<file path="src/rtl/matrix_row_loader_pkg.sv">
// rtl/matrix_row_loader_pkg.sv - shared constants and state encoding for the matrix row loader
//
// Purpose: default geometry of one operand matrix (element width, elements per
// row, row width, bank depth) so the multiplier datapath can reuse it, plus
// the loader FSM state type.

package matrix_row_loader_pkg;

    localparam int ELEM_W    = 32;
    localparam int ROW_ELEMS = 32;
    localparam int ROW_W     = ELEM_W * ROW_ELEMS;
    localparam int NUM_ROWS  = 32;
    localparam int ROW_IDX_W = 5;

    typedef enum logic [2:0] {
        IDLE     = 3'd0,
        FILL     = 3'd1,
        WRITE    = 3'd2,
        WAIT_ACK = 3'd3,
        DONE     = 3'd4
    } loader_state_t;

endpackage

</file>
<file path="src/rtl/matrix_row_loader_row_packer.sv">
// rtl/matrix_row_loader_row_packer.sv - packs a stream of elements into one row buffer
//
// Purpose: holds the row buffer and the element counter. Each push stores
// in_data into the slice selected by the counter (element 0 in the LSBs).
// Ports:
//   clk, rst  - clock, asynchronous active-high reset
//   clear     - restart packing at element 0 (buffer contents are kept)
//   push      - an element is accepted this cycle
//   in_data   - element value
//   row       - current row buffer
//   row_full  - the push this cycle stores the last element of the row

module matrix_row_loader_row_packer #(
    parameter int ELEM_W    = matrix_row_loader_pkg::ELEM_W,
    parameter int ROW_ELEMS = matrix_row_loader_pkg::ROW_ELEMS
) (
    input  logic                          clk,
    input  logic                          rst,
    input  logic                          clear,
    input  logic                          push,
    input  logic [ELEM_W-1:0]             in_data,
    output logic [ELEM_W*ROW_ELEMS-1:0]   row,
    output logic                          row_full
);
    import matrix_row_loader_pkg::*;

    localparam int CNT_W = (ROW_ELEMS > 1) ? $clog2(ROW_ELEMS) : 1;
    localparam logic [CNT_W-1:0] LAST_CNT = CNT_W'(ROW_ELEMS - 1);

    logic [CNT_W-1:0]              elem_cnt;
    logic [ELEM_W*ROW_ELEMS-1:0]   row_buf;

    assign row      = row_buf;
    assign row_full = push && (elem_cnt == LAST_CNT);

    always_ff @(posedge clk or posedge rst) begin
        if (rst) begin
            elem_cnt <= '0;
            row_buf  <= '0;
        end else if (clear) begin
            elem_cnt <= '0;
        end else if (push) begin
            // Slice decode written as a loop so the write stays a fixed-width
            // part-select per element rather than a variable shift.
            for (int k = 0; k < ROW_ELEMS; k++) begin
                if (elem_cnt == CNT_W'(k)) begin
                    row_buf[k*ELEM_W +: ELEM_W] <= in_data;
                end
            end
            elem_cnt <= row_full ? '0 : elem_cnt + 1'b1;
        end
    end

endmodule

</file>
<file path="src/rtl/matrix_row_loader.sv">
// rtl/matrix_row_loader.sv - fills the bank of row registers from an element stream
//
// Purpose: accepts elements over a valid/ready handshake, packs ROW_ELEMS of
// them per row, writes each row to the next row register with a one-cycle
// enable, waits for that register's ready, and pulses load_done after the
// last row.
// Ports:
//   clk, rst     - clock, asynchronous active-high reset
//   start        - begin a load (only honoured in IDLE)
//   in_data/in_valid/in_ready - element stream handshake
//   reg_enable   - one-hot write enable per row register
//   reg_data     - packed row, shared by all row registers
//   reg_ready    - ready flags from the row registers
//   row_idx      - row being filled or written
//   busy         - high outside IDLE
//   load_done    - one-cycle pulse when the whole matrix is loaded

module matrix_row_loader #(
    parameter int ELEM_W    = matrix_row_loader_pkg::ELEM_W,
    parameter int ROW_ELEMS = matrix_row_loader_pkg::ROW_ELEMS,
    parameter int NUM_ROWS  = matrix_row_loader_pkg::NUM_ROWS,
    parameter int ROW_IDX_W = matrix_row_loader_pkg::ROW_IDX_W
) (
    input  logic                          clk,
    input  logic                          rst,
    input  logic                          start,
    input  logic [ELEM_W-1:0]             in_data,
    input  logic                          in_valid,
    output logic                          in_ready,
    output logic [NUM_ROWS-1:0]           reg_enable,
    output logic [ELEM_W*ROW_ELEMS-1:0]   reg_data,
    input  logic [NUM_ROWS-1:0]           reg_ready,
    output logic [ROW_IDX_W-1:0]          row_idx,
    output logic                          busy,
    output logic                          load_done
);
    import matrix_row_loader_pkg::*;

    localparam logic [ROW_IDX_W-1:0] LAST_ROW = ROW_IDX_W'(NUM_ROWS - 1);

    loader_state_t          state_q, state_d;
    logic [ROW_IDX_W-1:0]   row_idx_q, row_idx_d;
    logic                   push;
    logic                   clear;
    logic                   row_full;
    logic                   row_ack;

    // in_ready is a pure state decode, so there is no path from in_valid.
    assign in_ready  = (state_q == FILL);
    assign busy      = (state_q != IDLE);
    assign load_done = (state_q == DONE);
    assign row_idx   = row_idx_q;
    assign push      = in_valid && in_ready;
    assign clear     = (state_q == IDLE) && start;

    matrix_row_loader_row_packer #(
        .ELEM_W    (ELEM_W),
        .ROW_ELEMS (ROW_ELEMS)
    ) u_row_packer (
        .clk      (clk),
        .rst      (rst),
        .clear    (clear),
        .push     (push),
        .in_data  (in_data),
        .row      (reg_data),
        .row_full (row_full)
    );

    // Only the ready bit of the row just written matters; others are ignored.
    always_comb begin
        row_ack = 1'b0;
        for (int i = 0; i < NUM_ROWS; i++) begin
            if (row_idx_q == ROW_IDX_W'(i)) begin
                row_ack = reg_ready[i];
            end
        end
    end

    always_ff @(posedge clk or posedge rst) begin
        if (rst) begin
            state_q   <= IDLE;
            row_idx_q <= '0;
        end else begin
            state_q   <= state_d;
            row_idx_q <= row_idx_d;
        end
    end

    always_comb begin
        state_d    = state_q;
        row_idx_d  = row_idx_q;
        reg_enable = '0;
        case (state_q)
            IDLE: begin
                if (start) begin
                    state_d   = FILL;
                    row_idx_d = '0;
                end
            end
            FILL: begin
                if (row_full) begin
                    state_d = WRITE;
                end
            end
            WRITE: begin
                for (int i = 0; i < NUM_ROWS; i++) begin
                    if (row_idx_q == ROW_IDX_W'(i)) begin
                        reg_enable[i] = 1'b1;
                    end
                end
                state_d = WAIT_ACK;
            end
            WAIT_ACK: begin
                if (row_ack) begin
                    if (row_idx_q == LAST_ROW) begin
                        state_d = DONE;
                    end else begin
                        row_idx_d = row_idx_q + 1'b1;
                        state_d   = FILL;
                    end
                end
            end
            DONE: begin
                state_d = IDLE;
            end
            default: begin
                state_d = IDLE;
            end
        endcase
    end

endmodule

</file>
<file path="config.mk">
export PLATFORM = sky130hd
export DESIGN_NAME = matrix_row_loader
export DESIGN_NICKNAME = d
export VERILOG_FILES = /design/src/rtl/matrix_row_loader_pkg.sv /design/src/rtl/matrix_row_loader_row_packer.sv /design/src/rtl/matrix_row_loader.sv
export SDC_FILE = /design/constraint.sdc
export NUM_CORES = 2
export LEC_CHECK = 0
export ABC_AREA = 0
export ABC_CLOCK_PERIOD_IN_PS = 41100
export BUFFER_PORTS_ARGS = -buffer_cell sky130_fd_sc_hd__buf_2
export CORE_AREA = 2 2 446 448
export DETAILED_ROUTE_END_ITERATION = 8
export DIE_AREA = 0 0 448 450
export HOLD_SLACK_MARGIN = 0.1
export MAX_ROUTING_LAYER = met4
export RECOVER_POWER = 50
export SYNTH_ARGS = -nofsm -noshare
export SYNTH_HDL_FRONTEND = slang
export SYNTH_HIERARCHICAL = 1
export SYNTH_SLANG_ARGS = --single-unit
</file>
<file path="constraint.sdc">
create_clock -name clk -period 41.1 [get_ports clk]
set_clock_uncertainty 0.05 [all_clocks]
set_input_delay 12.33 -clock clk [delete_from_list [all_inputs] [get_ports clk]]
set_output_delay 12.33 -clock clk [all_outputs]
set_load 0.02 [all_outputs]
</file>
==> metrics <==
pwr dens 79.92 nW/um^2; CTS HTree Levels 3; clk sink count 1037; most common cell after layout, fill and taps aside clkbuf_1; Post-Syn Nets 2618; CTS Root Buffer Type clkbuf_16; Vias 26640; fin crit share 0.5543; final WL 159100 um; CTS Buf Count 112; max-cap violations 8; Die Height 450 um; fillcell total 20910; full die area 201600 sq um; post-synthesis sequential area ratio 0.6459; clock slew at reported path FFs 0.06 ns; antenna violations before repair 16; CP Max Fanout 115; Pleak 23.24 nW; setup_tns 0 ns; most frequent cells in the layout clkbuf_1 (1057), dfrtp_1 (1037), mux2_2 (942), clkbuf_16 (114), buf_2 (112); status complete, but fails checks; Main synth FF type dfrtp_1; Skew-Pair Late Insertion Delay 0.73 ns; post-detailed-placement half-perimeter wirelength 108100 um; routed len/inst 24.90 um; number of detailed-route iterations in the first pass 5; Initial Util 0.2044; setup bufs post-CTS 0; # resized after CTS 0; count of state elements after synthesis 1037; min Tclk post-route 22.78 ns; CP Capture Type async pin; DRC Markers 0; top cells by area, synth dfrtp_1 (65%), mux2_2 (26%), mux2_1 (2.4%); largest net degree at the start of global routing 167; CP required 41.80 ns; core outline area 196600 sq um; GP Congestion 0.8153; # hold bufs at CTS 0; CP Data Arrival Time 23.49 ns; Ports 1132; count of cell types in the netlist 63; final hold violation count 0; Global Route Usage Sum 0.1571; Die W 448 um; min setup slack post-route 18.32 ns; Max Slew Vio Count 611; Ys Warns 6; RSZ-0062 raised after global routing no; worst min-delay path class flip-flop to flip-flop; Crit Path Category input pin to async pin; maximum clock rate 43.89 MHz; failing checks capacitance limit, slew limit; IO buf count 1131; num rows 163; Post-Synthesis Cells 2538; CTS tree built; worst slack at placement 24.13 ns; Worst slew margin -5.117; post-detailed-route count of antenna-violating nets 0; area delta synth->final 27.44%; first-pass GRT wire length 217000 um; layout cell share with drive strength beyond 1 0.3563; grt ovf 0; final hold slack 0.4354 ns; fin nets 3710; 1st-iter DRT viols 1656; EDFF count, synth 0; largest buffer count on any clock path 3; Cell Area, Synth 40180 sq um; vias in the first global route 27380; Setup violations, final 0; asr flop ratio synth 1.000; largest area contributor in the netlist dfrtp_1; CP startpoint kind input pin; top cell type's share of synthesized area 0.6459; DR vias/cell 4.171; Slew @ Worst Pin 9.175 ns; post-synthesis average cell area 15.83 sq um; VDD IR max 36.98 uV
[critical path, stage by stage]
cell and delay, ns:
clkbuf_1 0.12, clkinvlp_2 0.45, clkbuf_1 2.98, clkbuf_1 4.48, buf_4 1.21, buf_4 0.84, buf_4 0.69
[synth_stat cells, types with 4 or more instances]
cell      count
a211oi_1      5
a21oi_1      13
and2_1       10
and3_1        8
buf_2        94
buf_4         9
buf_6         7
clkbuf_1    107
dfrtp_1    1037
ha_1         12
inv_1        13
mux2_1       84
mux2_2      942
nand2_1      35
nand2b_1      8
nand3_1       7
nand3b_1      9
nor2_1       43
nor2b_1      11
nor3_1        5
nor3b_1       5
o211ai_1      4
o21ai_0       8
or3b_1        4
[registers in the layout, summed over array words and instances (netlist names)]
name                   cells
state_q                    3
row_idx                    5
u_row_packer/row        1024
u_row_packer/elem_cnt      5
[per-stage QoR]
| stage | total power, W | instances | utilization | area [sq um] |
|---|---|---|---|---|
| floorplan | 0.002539 | 2538 | - | 40180 |
| global placement | 0.003157 | 6156 | 0.2479 | 48750 |
| detailed placement | 0.003194 | 6156 | 0.2479 | 48750 |
| CTS | 0.004234 | 6362 | 0.2671 | 52510 |
| global route | 0.004280 | 6370 | 0.2602 | 51160 |
| finish | 0.004092 | 6388 | 0.2604 | 51200 |
[path summary, 6_finish.rpt]
| check | end | startpoint | cells past startpoint | slack [ns] |
|---|---|---|---|---|
| hold / removal | u_row_packer/row[792] | u_row_packer/row[792] | 1 | 0.44 |
| hold reg to reg | u_row_packer/row[792] | u_row_packer/row[792] | 1 | 0.44 |
| min in group asynchronous | row_idx[1] | rst | 2 | 11.58 |
| max in group clk | u_row_packer/row[711] | in_valid | 6 | 25.36 |
| setup reg to reg | u_row_packer/row[711] | state_q[1] | 7 | 36.04 |
| setup / recovery | u_row_packer/row[1011] | rst | 7 | 18.32 |
[where the power goes]
group / switching [W] / total (W) / internal [W]
Clock: 0.000431 / 0.00102 / 0.000593
Sequential: 0.000207 / 0.00162 / 0.00141
Combinational: 0.000976 / 0.00145 / 0.000474
Total: 0.00161 / 0.00409 / 0.00248
[cell type report]
type                    count  area (sq um)  area share
flip-flops and latches   1037         25950      0.5068
well taps                2640          3303     0.06451
diodes                     26         65.06    0.001271
inverters                  15         57.56    0.001124
multi-input cells        1267         13210      0.2580
clock inverters            30         364.1    0.007111
repair buffers           1197          4855     0.09481
clock buffers             176          3396     0.06632
[routing by layer]
| metal | wire (um) | track usage |
|---|---|---|
| met1 | 62350 | 0.1794 |
| met3 | 10070 | 0.03329 |
| met4 | 6064 | 0.06182 |
| met2 | 80590 | 0.2674 |
| met5 | 0 | - |
[logic make-up (layout without fill, tap and decap cells)]
family	Yosys count	count (layout)	synth area share
buffers and inverters	234	1418	0.02722
AOI/OAI and AO/OA	53	53	0.009343
other	0	26	0
muxes	1029	1029	0.2886
and+or+nand+nor	173	173	0.02526
adders and majority gates	12	12	0.003737
DFF	1037	1037	0.6459
Note: power is estimated with default switching activity, not from simulation.
